`config.mk`:
```
export PLATFORM = sky130hd
export DESIGN_NAME = i2c_slave_flat
export DESIGN_NICKNAME = d
export VERILOG_FILES = /design/src/rtl/i2c_slave_if.sv /design/src/rtl/i2c_slave.sv /design/src/flat_wrapper.sv
export SDC_FILE = /design/constraint.sdc
export NUM_CORES = 1
export LEC_CHECK = 0
export CORE_MARGIN = 1.5
export CORE_UTILIZATION = 55
export CTS_BUF_LIST = sky130_fd_sc_hd__clkbuf_8
export DETAILED_ROUTE_END_ITERATION = 10
export GPL_ROUTABILITY_DRIVEN = 0
export PLACE_DENSITY = 0.82
export SLEW_MARGIN = 20
export SYNTH_ARGS = -nofsm -noshare
export SYNTH_HDL_FRONTEND = slang
export SYNTH_SLANG_ARGS = --single-unit
```
`constraint.sdc`:
```
create_clock -name clk_i -period 4 [get_ports clk_i]
set_input_delay 0.6 -clock clk_i [delete_from_list [all_inputs] [get_ports clk_i]]
set_output_delay 0.6 -clock clk_i [all_outputs]
set_load 0.05 [all_outputs]
```
`src/rtl/i2c_slave_if.sv`:
```
// I2C target bus/handshake bundle.
// Carries the pin levels (scl_i, sda_i, sda_o), the enable and own address,
// and the rx/tx byte handshakes between the target and its local user.
// Modports:
//   slave  - the i2c_slave side (pins in, SDA drive and byte handshakes out)
//   master - the user/bench side (drives pins, enable, address, tx byte)
interface i2c_slave_if #(
  parameter int DATA_WIDTH = 8,
  parameter int ADDR_WIDTH = 7
);
  logic                  en_i;
  logic [ADDR_WIDTH-1:0] self_addr_i;
  logic                  scl_i;
  logic                  sda_i;
  logic                  sda_o;
  logic [DATA_WIDTH-1:0] rx_data_o;
  logic                  rx_valid_o;
  logic [DATA_WIDTH-1:0] tx_data_i;
  logic                  tx_req_o;
  logic                  busy_o;

  modport slave (
    input  en_i, self_addr_i, scl_i, sda_i, tx_data_i,
    output sda_o, rx_data_o, rx_valid_o, tx_req_o, busy_o
  );

  modport master (
    output en_i, self_addr_i, scl_i, sda_i, tx_data_i,
    input  sda_o, rx_data_o, rx_valid_o, tx_req_o, busy_o
  );
endinterface

```
`src/rtl/i2c_slave.sv`:
```
// I2C target, 7-bit addressing, no clock stretching.
// Oversamples SCL/SDA on clk_i, detects START/STOP, matches the address,
// ACKs, then delivers written bytes (rx_data_o/rx_valid_o) or serves read
// bytes (tx_data_i latched on tx_req_o).
// Ports:
//   clk_i     - system clock, >= 16x SCL
//   a_rst_n_i - asynchronous active-low reset
//   bus       - i2c_slave_if.slave: en_i, self_addr_i, scl_i, sda_i, sda_o,
//               rx_data_o, rx_valid_o, tx_data_i, tx_req_o, busy_o
module i2c_slave #(
  parameter int DATA_WIDTH  = 8,
  parameter int ADDR_WIDTH  = 7,
  parameter int SYNC_STAGES = 2
) (
  input  logic         clk_i,
  input  logic         a_rst_n_i,
  i2c_slave_if.slave   bus
);

  typedef enum logic [2:0] {
    S_IDLE, S_ADDR, S_ADDR_ACK, S_WRITE, S_WRITE_ACK, S_READ, S_READ_ACK, S_WAIT
  } state_t;

  state_t state, state_nxt;

  logic [SYNC_STAGES-1:0] scl_sync, sda_sync;
  logic                   scl_prev, sda_prev;
  logic                   scl_s, sda_s;
  logic                   scl_rise, scl_fall, start_det, stop_det;

  logic                  sda_q, sda_nxt;
  logic [DATA_WIDTH-1:0] rx_data_q, rx_data_nxt;
  logic                  rx_valid_q, rx_valid_nxt;
  logic                  tx_req_q, tx_req_nxt;
  logic                  busy_q, busy_nxt;
  logic [2:0]            bit_cnt, bit_cnt_nxt;
  logic [DATA_WIDTH-1:0] shreg, shreg_nxt;
  logic [DATA_WIDTH-1:0] tx_sh, tx_sh_nxt;
  logic                  rw_q, rw_nxt;
  // Pending flag: ADDR/WRITE = byte complete, ACK due on next fall;
  // READ_ACK = master ACKed, reload on next fall.
  logic                  pend, pend_nxt;

  logic [DATA_WIDTH-1:0] byte_in;
  logic                  addr_match;
  logic                  last_bit;

  assign scl_s      = scl_sync[SYNC_STAGES-1];
  assign sda_s      = sda_sync[SYNC_STAGES-1];
  assign scl_rise   = scl_s & ~scl_prev;
  assign scl_fall   = ~scl_s & scl_prev;
  assign start_det  = scl_s & scl_prev & sda_prev & ~sda_s;
  assign stop_det   = scl_s & scl_prev & ~sda_prev & sda_s;
  assign byte_in    = {shreg[DATA_WIDTH-2:0], sda_s};
  assign addr_match = (byte_in[DATA_WIDTH-1:1] == bus.self_addr_i);
  assign last_bit   = (bit_cnt == 3'd7);

  // State register plus the datapath registers computed by the output logic
  always_ff @(posedge clk_i or negedge a_rst_n_i) begin
    if (!a_rst_n_i) begin
      scl_sync   <= '1;
      sda_sync   <= '1;
      scl_prev   <= 1'b1;
      sda_prev   <= 1'b1;
      state      <= S_IDLE;
      sda_q      <= 1'b1;
      rx_data_q  <= '0;
      rx_valid_q <= 1'b0;
      tx_req_q   <= 1'b0;
      busy_q     <= 1'b0;
      bit_cnt    <= '0;
      shreg      <= '0;
      tx_sh      <= '0;
      rw_q       <= 1'b0;
      pend       <= 1'b0;
    end else begin
      scl_sync   <= {scl_sync[SYNC_STAGES-2:0], bus.scl_i};
      sda_sync   <= {sda_sync[SYNC_STAGES-2:0], bus.sda_i};
      scl_prev   <= scl_s;
      sda_prev   <= sda_s;
      state      <= state_nxt;
      sda_q      <= sda_nxt;
      rx_data_q  <= rx_data_nxt;
      rx_valid_q <= rx_valid_nxt;
      tx_req_q   <= tx_req_nxt;
      busy_q     <= busy_nxt;
      bit_cnt    <= bit_cnt_nxt;
      shreg      <= shreg_nxt;
      tx_sh      <= tx_sh_nxt;
      rw_q       <= rw_nxt;
      pend       <= pend_nxt;
    end
  end

  // Next-state logic; disable, START and STOP take priority over bit events
  always_comb begin
    state_nxt = state;
    if (!bus.en_i)      state_nxt = S_IDLE;
    else if (start_det) state_nxt = S_ADDR;
    else if (stop_det)  state_nxt = S_IDLE;
    else begin
      case (state)
        S_IDLE:      state_nxt = S_IDLE;
        S_ADDR: begin
          if (scl_rise && last_bit && !addr_match) state_nxt = S_WAIT;
          else if (scl_fall && pend)               state_nxt = S_ADDR_ACK;
        end
        S_ADDR_ACK:  if (scl_fall) state_nxt = rw_q ? S_READ : S_WRITE;
        S_WRITE:     if (scl_fall && pend) state_nxt = S_WRITE_ACK;
        S_WRITE_ACK: if (scl_fall) state_nxt = S_WRITE;
        S_READ:      if (scl_fall && last_bit) state_nxt = S_READ_ACK;
        S_READ_ACK: begin
          if (scl_rise && sda_s)     state_nxt = S_WAIT;
          else if (scl_fall && pend) state_nxt = S_READ;
        end
        S_WAIT:      state_nxt = S_WAIT;
        default:     state_nxt = S_IDLE;
      endcase
    end
  end

  // Output / datapath next values
  always_comb begin
    sda_nxt      = sda_q;
    rx_data_nxt  = rx_data_q;
    rx_valid_nxt = 1'b0;
    tx_req_nxt   = 1'b0;
    busy_nxt     = busy_q;
    bit_cnt_nxt  = bit_cnt;
    shreg_nxt    = shreg;
    tx_sh_nxt    = tx_sh;
    rw_nxt       = rw_q;
    pend_nxt     = pend;
    if (!bus.en_i || start_det || stop_det) begin
      sda_nxt     = 1'b1;
      busy_nxt    = 1'b0;
      bit_cnt_nxt = '0;
      pend_nxt    = 1'b0;
    end else begin
      case (state)
        S_IDLE, S_WAIT: sda_nxt = 1'b1;
        S_ADDR: begin
          if (scl_rise) begin
            shreg_nxt   = byte_in;
            bit_cnt_nxt = bit_cnt + 3'd1;
            if (last_bit && addr_match) begin
              busy_nxt = 1'b1;
              pend_nxt = 1'b1;
              rw_nxt   = sda_s;
            end
          end else if (scl_fall && pend) begin
            sda_nxt  = 1'b0;
            pend_nxt = 1'b0;
          end
        end
        S_ADDR_ACK: begin
          if (scl_fall) begin
            bit_cnt_nxt = '0;
            if (rw_q) begin
              tx_req_nxt = 1'b1;
              sda_nxt    = bus.tx_data_i[DATA_WIDTH-1];
              tx_sh_nxt  = {bus.tx_data_i[DATA_WIDTH-2:0], 1'b0};
            end else begin
              sda_nxt = 1'b1;
            end
          end
        end
        S_WRITE: begin
          if (scl_rise) begin
            shreg_nxt   = byte_in;
            bit_cnt_nxt = bit_cnt + 3'd1;
            if (last_bit) begin
              rx_data_nxt  = byte_in;
              rx_valid_nxt = 1'b1;
              pend_nxt     = 1'b1;
            end
          end else if (scl_fall && pend) begin
            sda_nxt  = 1'b0;
            pend_nxt = 1'b0;
          end
        end
        S_WRITE_ACK: begin
          if (scl_fall) begin
            sda_nxt     = 1'b1;
            bit_cnt_nxt = '0;
          end
        end
        S_READ: begin
          // MSB went out on entry; falls 1..7 drive the rest, fall 8 releases
          if (scl_fall) begin
            if (last_bit) begin
              sda_nxt     = 1'b1;
              bit_cnt_nxt = '0;
            end else begin
              sda_nxt     = tx_sh[DATA_WIDTH-1];
              tx_sh_nxt   = {tx_sh[DATA_WIDTH-2:0], 1'b0};
              bit_cnt_nxt = bit_cnt + 3'd1;
            end
          end
        end
        S_READ_ACK: begin
          if (scl_rise) begin
            pend_nxt = ~sda_s;
          end else if (scl_fall && pend) begin
            pend_nxt    = 1'b0;
            tx_req_nxt  = 1'b1;
            sda_nxt     = bus.tx_data_i[DATA_WIDTH-1];
            tx_sh_nxt   = {bus.tx_data_i[DATA_WIDTH-2:0], 1'b0};
            bit_cnt_nxt = '0;
          end
        end
        default: begin
          sda_nxt     = 1'b1;
          rx_data_nxt = '0;
          busy_nxt    = 1'b0;
          bit_cnt_nxt = '0;
          pend_nxt    = 1'b0;
        end
      endcase
    end
  end

  assign bus.sda_o      = sda_q;
  assign bus.rx_data_o  = rx_data_q;
  assign bus.rx_valid_o = rx_valid_q;
  assign bus.tx_req_o   = tx_req_q;
  assign bus.busy_o     = busy_q;

endmodule
```
`src/flat_wrapper.sv`:
```
// flat-port wrapper written by rule: the top's interface ports become plain ports
module i2c_slave_flat 
#(
  parameter int DATA_WIDTH  = 8,
  parameter int ADDR_WIDTH  = 7,
  parameter int SYNC_STAGES = 2
)
  (clk_i, a_rst_n_i, bus_en_i, bus_self_addr_i, bus_scl_i, bus_sda_i, bus_tx_data_i, bus_sda_o, bus_rx_data_o, bus_rx_valid_o, bus_tx_req_o, bus_busy_o);
  i2c_slave_if #(.DATA_WIDTH(DATA_WIDTH), .ADDR_WIDTH(ADDR_WIDTH)) bus_i ();
  input  logic clk_i;
  input  logic a_rst_n_i;
  input wire logic [$bits(bus_i.en_i)-1:0] bus_en_i;
  input wire logic [$bits(bus_i.self_addr_i)-1:0] bus_self_addr_i;
  input wire logic [$bits(bus_i.scl_i)-1:0] bus_scl_i;
  input wire logic [$bits(bus_i.sda_i)-1:0] bus_sda_i;
  input wire logic [$bits(bus_i.tx_data_i)-1:0] bus_tx_data_i;
  output wire logic [$bits(bus_i.sda_o)-1:0] bus_sda_o;
  output wire logic [$bits(bus_i.rx_data_o)-1:0] bus_rx_data_o;
  output wire logic [$bits(bus_i.rx_valid_o)-1:0] bus_rx_valid_o;
  output wire logic [$bits(bus_i.tx_req_o)-1:0] bus_tx_req_o;
  output wire logic [$bits(bus_i.busy_o)-1:0] bus_busy_o;
  assign bus_i.en_i = bus_en_i;
  assign bus_i.self_addr_i = bus_self_addr_i;
  assign bus_i.scl_i = bus_scl_i;
  assign bus_i.sda_i = bus_sda_i;
  assign bus_i.tx_data_i = bus_tx_data_i;
  assign bus_sda_o = bus_i.sda_o;
  assign bus_rx_data_o = bus_i.rx_data_o;
  assign bus_rx_valid_o = bus_i.rx_valid_o;
  assign bus_tx_req_o = bus_i.tx_req_o;
  assign bus_busy_o = bus_i.busy_o;
  i2c_slave #(.DATA_WIDTH(DATA_WIDTH), .ADDR_WIDTH(ADDR_WIDTH), .SYNC_STAGES(SYNC_STAGES)) u_core (.clk_i(clk_i), .a_rst_n_i(a_rst_n_i), .bus(bus_i));
endmodule
```
[Yosys cells after proc, flatten, opt, wreduce, memory -nomap -nowiden]
Index checks and enable logic that the tools add are counted.
Word-level totals
  register bits: 41
  bits in latches: 0
  bits in writable memories: 0
  memory bits (read-only): 0
  bits of input ports: 20
  logic and storage cells: 149
  memories kept: 0
Cells by class
  add/subtract/negate cells: 1
  multiply operators: 0
  div/mod/pow operators: 0
  magnitude comparators: 0
  eq/ne operators: 32
  shift operators: 0
  mux-type cells: 60
  bitwise operators: 12
  reduce and logical (&&, ||, !) cells: 29
Operators by type and width (number)
  3-bit 2-to-1 mux: 19
  8-bit 2-to-1 mux: 6
  1-bit 2-to-1 mux: 29
  3-bit one-hot mux with 8 select lines: 1
  8-bit one-hot mux with 3 select lines: 1
  3-bit by 1-bit != test with 1-bit output (second input constant): 7
  5-bit by 2-bit != test with 1-bit output (second input constant): 4
  3-bit equality test (second input constant): 5
  6-bit by 2-bit != test with 1-bit output (second input constant): 2
  3-bit one-hot mux with 4 select lines: 1
  6-bit AND reduction: 2
  3-bit AND reduction: 3
  2-bit by 1-bit != test with 1-bit output (second input constant): 4
  4-bit != test (second input constant): 2
  4-bit AND reduction: 2
  8-bit AND reduction: 1
  1-bit bitwise AND: 7
  7-bit equality test: 1
  7-bit AND reduction: 1
  3-bit by 2-bit equality test with 1-bit output (second input constant): 2
  1-bit logical AND: 6
  3-bit != test (second input constant): 2
  1-bit one-hot mux with 6 select lines: 1
  2-bit nonzero test: 3
  13 further kinds: 22

[Logic depth before layout (Yosys ltp)]
Gate-level depths: netlist of the first run.
  word-level depth: 9
  depth in mapped cells: 9
  mapped depth without buffers: 7

[Worst setup path before layout of the first run]
No wires, ideal clock.
  path kind: input to register
  from: in bus_self_addr_i[5]
  to: reg u_core.rw_q
  arrival: 1.742 ns
  required time: 3.872 ns
  setup slack: 2.131 ns
  stages: 5
  cell sequence: xor2_1 nor4_4 nand2_1 nor3_2 mux2_1
Between the ends
  cells in the longest elaborated chain, start to end: 3
RTL lines
  start, declared: line flat_wrapper.sv:13  | input wire logic [$bits(bus_i.self_addr_i)-1:0] bus_self_addr_i;
  7-bit equality test: line i2c_slave.sv:55  | assign addr_match = (byte_in[DATA_WIDTH-1:1] == bus.self_addr_i);
  1-bit logical AND: line i2c_slave.sv:146  | if (last_bit && addr_match) begin
  4-bit AND reduction (no source line)
  end signal, assigned: line i2c_slave.sv:90  | rw_q <= rw_nxt;
  end, declared: line i2c_slave.sv:39  | logic rw_q, rw_nxt;
No other way between the ends.
A chain may end at the register's enable or synchronous reset.

[Final worst setup path of the first run]
  from: reg u_core.sda_q (netlist: u_core.bus.sda_o)
  to: out bus_sda_o
RTL lines
  start, declared: line i2c_slave.sv:31  | logic sda_q, sda_nxt;
  start signal, assigned: line i2c_slave.sv:82  | sda_q <= sda_nxt;
  end, declared: line flat_wrapper.sv:17  | output wire logic [$bits(bus_i.sda_o)-1:0] bus_sda_o;
No word-level cell between the ends.

==> qor.csv, run 1 <==
metric,value,unit
outcome,finished clean,
Setup crit start kind,register,
GRT Overall Usage,20.59,%
fraction of layout cells with a size suffix above 1,13.16,%
Port Buf Inserts,31,
# IOs,32,
"non-filler cells, final",276,
Register Area,0.001010,mm2
skew final,0.008269,ns
fin crit share,55.73,%
post-synth top area share,38.64,%
Remaining DRCs,0,
CTS clock-pin slew for the worst setup and hold paths,0.08,ns
Post-synth EDFFs,0,
Critical Path RT,3.40,ns
Post-Route WL,4007,um
fin nets,249,
Finish-stage setup viols,0,
critical path peak fanout,2,
sequential element share of the synthesized area,47.25,%
"Slew Viols, Final",0,
clock sinks,40,
first-pass GRT wire length,6727,um
Placed Instances,268,
CP Class,reg2out,
final hold slack,0.3630,ns
# resized after CTS,0,
Final Hold Viols,0,
Diodes inserted,0,
drt first pass iters,4,
via count,1517,
crit path cell chain,clkdlybuf4s50_1,
CP bufs+invs,1,
Crit-path slowest cell,clkdlybuf4s50_1,
cts hold-fix bufs,0,
crit path DAT,1.63,ns
Peak Freq,448.6,MHz
Synth area leaders,"dfrtp_1, dfstp_2, mux2_1",
Crit. End Element,output port,
Post-CTS Setup Inserts,0,
Yosys reg bits,40,
multi-input logic area,0.001041,mm2
P_leak,1.155,nW
DR WL/cell,14.52,um
Layout area overhead,19.15,%
CTS Buffer Depth,2,
peak supply drop,0.2807,mV
H-tree levels,2,
ys async rst share,100.0,%
Die Area,0.004269,mm2
"slowest stage delay, CP",0.79,ns
initial antenna violation count,0,
Crit path max-delay family,buffers and inverters,
CTS buffer count,5,
CTS tree,built,
unrepaired setup endpoints after global routing,no,
Period minus WS final,2.229,ns
"antenna viol nets, final",0,
row count,22,
dpl hpwl,2715,um
max-cap violations,0,
Post-Syn Area,0.002137,mm2
"Primary FF master, synth",dfrtp_1,
pwr/cell area,341.3,mW/mm2
cell accounting for the most synthesized area,dfrtp_1,
Initial Utilization,57.94,%
vias in the first global route,1430,
pin count of the biggest net entering global routing,41,
Post-Synthesis Net Count,222,
core area,0.003689,mm2
Rel. slew slack,42.66,%
Die Ht,65.34,um
total gr overflow,0,
Synth cell types,47,
worst min-delay path class,reg2reg,
initial DRC count,67,
Die W,65.34,um
Fill cells,294,
clock latency on the worst-skew pair,0.30,ns
synthesized area per cell,10.69,um2
Syn Inst Count,200,
Synthesis Warnings,0,
number of vias per cell,5.496,
TNS Setup,0,ns
worst slew pin tran,0.8600,ns
CTS root buf,clkbuf_8,
Util after Layout,69.03,%
final timing paths:
path                               startpoint            endpoint  slack [ns]  depth (start not counted)
min in group asynchronous           a_rst_n_i     u_core.state[0]        0.41                          1
hold reg to reg            u_core.scl_sync[0]  u_core.scl_sync[1]        0.36                          0
setup reg to reg              u_core.state[2]     u_core.tx_sh[1]        1.84                          5
hold / removal             u_core.scl_sync[0]  u_core.scl_sync[1]        0.36                          0
max in group asynchronous           a_rst_n_i     u_core.tx_sh[6]        3.05                          1
setup / recovery             u_core.bus.sda_o           bus_sda_o        1.77                          1
routing by layer:
layer | vias up | wire (um) | GRT usage [%]
met3 | 5 | 147 | 4.795
met2 | 28 | 1913 | 31.25
li1 | 761 | - | -
met5 | - | 0 | 0
met4 | 0 | 41 | 7.552
met1 | 723 | 1905 | 28.89
through the flow:
step / power, mW / worst slack [ns] / cell area, um2
floorplan: 0.5004 / 2.131 / 2137
global placement: 0.5379 / 1.637 / 2431
detailed placement: 0.5397 / 1.616 / 2431
CTS: 0.8743 / 1.765 / 2546
finish: 0.8690 / 1.771 / 2546
global route: 0.9042 / 1.627 / 2546
cells in the mapped netlist (2+ instances only):
cell type / instances
dfrtp_1: 33
a21oi_1: 20
mux2_1: 16
nor2_1: 16
nand2_1: 14
mux2i_1: 8
dfstp_2: 7
xor2_1: 7
nor2b_1: 6
buf_4: 5
o21ai_0: 5
o21ai_1: 5
nand2b_1: 4
buf_2: 3
inv_1: 3
nand3_1: 3
nor3_1: 3
nor3_2: 3
o211ai_1: 3
a21oi_2: 2
a31oi_1: 2
clkbuf_1: 2
ha_1: 2
nand3b_1: 2
o22ai_1: 2
o31ai_1: 2
or2_1: 2
layout make-up:
type / count / area share (%)
well taps: 48 / 2.359
repair buffers: 31 / 11.99
flip-flops and latches: 40 / 39.66
clock buffers: 5 / 2.703
inverters: 4 / 0.5897
clock inverters: 3 / 1.818
multi-input cells: 145 / 40.88
state kept, by name, summed over array words and instances (netlist names), 2 cells and up:
name / cells
u_core.bus.rx_data_o: 8
u_core.shreg: 7
u_core.tx_sh: 7
u_core.bit_cnt: 3
u_core.state: 3
u_core.scl_sync: 2
u_core.sda_sync: 2
power breakdown:
group	internal [mW]	leakage [nW]	total, mW	switching (mW)
registers	0.418	0.527	0.438	0.0200
clock network	0.188	0.0548	0.337	0.149
logic	0.0447	0.573	0.0936	0.0489
placed cells by master (no fill, tap or decap), drive strengths merged, types with 7 or more instances in the layout:
cell type / instances
mux2i: 8
dfstp: 7
xor2: 7
mux2: 16
clkdlybuf4s50: 30
o21ai: 10
nand2: 16
a21oi: 22
nor2: 16
dfrtp: 33
cells by family (layout without fill, tap and decap cells):
family	after synthesis	count (layout)	share of synthesized area [%]
DFF	40	40	47.25
adders and majority gates	2	2	1.171
muxes	24	24	12.18
buffers and inverters	15	43	4.040
xor gates and xnor gates	8	8	3.279
and+or+nand+nor	64	64	17.80
AOI/OAI and AO/OA	47	47	14.29
Power figures use the tool's default switching activity.
==> inputs of run 2 (changes only) <==
Settings changed: CORE_UTILIZATION 55 to 50, PLACE_DENSITY 0.82 to 0.79.
Clock period 4 ns to 2.04 ns, I/O delays scaled along.
==> run 2 against run 1 <==
- critical path depth stayed put
- wire length is 6.8% higher
- global-route usage is 0.17 points higher
- sequential power is 95% higher
- first-iteration DRC count is 3.0% higher
- register-to-register slack worse by 1.6 ns
- largest power group unchanged
- clock power is 91% higher
- final cell count is 6.5% higher
- largest cell class unchanged
- power is 97% higher
==> qor.csv, run 2 (synthesized netlist as in run 1, its figures left out) <==
metric,value,unit
first-pass GRT wire length,6982,um
cell-internal power,1.288,mW
dpl hpwl,3098,um
Die W,68.38,um
"non-filler cells, final",294,
skew final,0.006773,ns
CTS root buf,clkbuf_8,
core area,0.004058,mm2
CP bufs+invs,1,
Initial Utilization,52.67,%
crit path cell chain,clkdlybuf4s50_1,
Post-Route WL,4279,um
Layout area overhead,24.71,%
P_leak,1.234,nW
# resized after CTS,0,
CTS clock-pin slew for the worst setup and hold paths,0.08,ns
CTS Buffer Depth,2,
worst slew pin tran,0.6905,ns
peak supply drop,0.4990,mV
Crit-path slowest cell,clkdlybuf4s50_1,
max-cap violations,0,
Worst path depth,1,
worst min-delay path class,in2async,
initial antenna violation count,0,
Die Area,0.004675,mm2
DR WL/cell,14.55,um
GRT Overall Usage,20.76,%
Rel. slew slack,53.65,%
vias in the first global route,1507,
fin nets,265,
drt first pass iters,4,
Diodes inserted,0,
CTS tree,built,
Worst R2R Start,u_core.bit_cnt[0],
outcome,finished clean,
H-tree levels,2,
fin crit share,94.61,%
Post-CTS Setup Inserts,0,
Util after Layout,65.68,%
initial DRC count,69,
crit path DAT,1.62,ns
Port Buf Inserts,31,
# IOs,32,
Die Ht,68.38,um
clock latency on the worst-skew pair,0.30,ns
Comb pwr share,12.5,%
Crit. End Element,output port,
Remaining DRCs,0,
Final Hold Viols,0,
Finish-stage setup viols,0,
pwr/cell area,641.1,mW/mm2
pin count of the biggest net entering global routing,41,
critical path peak fanout,2,
"antenna viol nets, final",0,
clock network fraction of total power,37.6,%
R2R cell count,6,
CTS buffer count,5,
"Slew Viols, Final",0,
Setup crit start kind,register,
number of flip-flops in the largest register,8,
number of vias per cell,5.425,
fraction of layout cells with a size suffix above 1,18.85,%
switching share of power,24.61,%
CP Class,reg2out,
"most common cell after layout, fill and taps aside",dfrtp_1,
unrepaired setup endpoints after global routing,no,
Switching Power,0.4205,mW
TNS Setup,0,ns
Reg power frac,49.9,%
Peak Freq,518.1,MHz
Period minus WS final,1.930,ns
"slowest stage delay, CP",0.79,ns
clock sinks,40,
Crit path max-delay family,buffers and inverters,
total gr overflow,0,
Placed Instances,286,
FF-to-FF End,u_core.state[2],
via count,1595,
cts hold-fix bufs,0,
reg2reg setup slack,0.21,ns
Critical Path RT,1.73,ns
row count,23,
most frequent cells in the layout,"dfrtp_1, clkdlybuf4s50_1, a21oi_1",
==> run 2: layout make-up <==
class                      count  area, um2
clock buffer                   5      68.82
multi-input combinational    145       1041
sequential                    40       1010
inverter                       4      15.01
fill                         336       1393
tap                           50      62.56
timing repair buffer          47      425.4
clock inverter                 3      42.54
==> run 2: power by group through the flow <==
stage	logic [mW]	registers [mW]	clock network, mW
6_report	0.214	0.852	0.643
5_1_grt	0.235	0.856	0.687
4_1_cts	0.217	0.852	0.664
3_5_place_dp	0.216	0.867	0
3_3_place_gp	0.210	0.867	0
2_1_floorplan	0.124	0.857	0
==> run 2: how the worst max path moves through the flow <==
| stage | end | start |
|---|---|---|
| global placement | u_core.state[1] | bus_self_addr_i[5] |
| detailed placement | u_core.state[1] | bus_self_addr_i[0] |
| floorplan | u_core.state[2] | u_core.bit_cnt[0] |
| CTS | bus_sda_o | u_core.bus.sda_o |
| global route | bus_sda_o | u_core.bus.sda_o |
| finish | bus_sda_o | u_core.bus.sda_o |
==> run 2: stage by stage <==
stage / total power, mW / area (um2) / hold slack, ns / setup slack (ns)
finish: 1.708 / 2665 / 0.03505 / 0.1099
detailed placement: 1.083 / 2554 / 0.3498 / 0.01157
floorplan: 0.9813 / 2137 / 0.01041 / 0.2346
CTS: 1.733 / 2665 / 0.06275 / 0.09359
global placement: 1.077 / 2554 / 0.3456 / 0.06721
global route: 1.778 / 2665 / 0.09506 / 0.06146
==> run 2: metal layers <==
metal	track usage [%]	up-vias	share of wire [%]
li1	-	788	-
met1	27.23	776	46
met2	33.25	25	49
met3	5.263	6	3.1
met4	7.500	0	1.3
met5	0	-	0
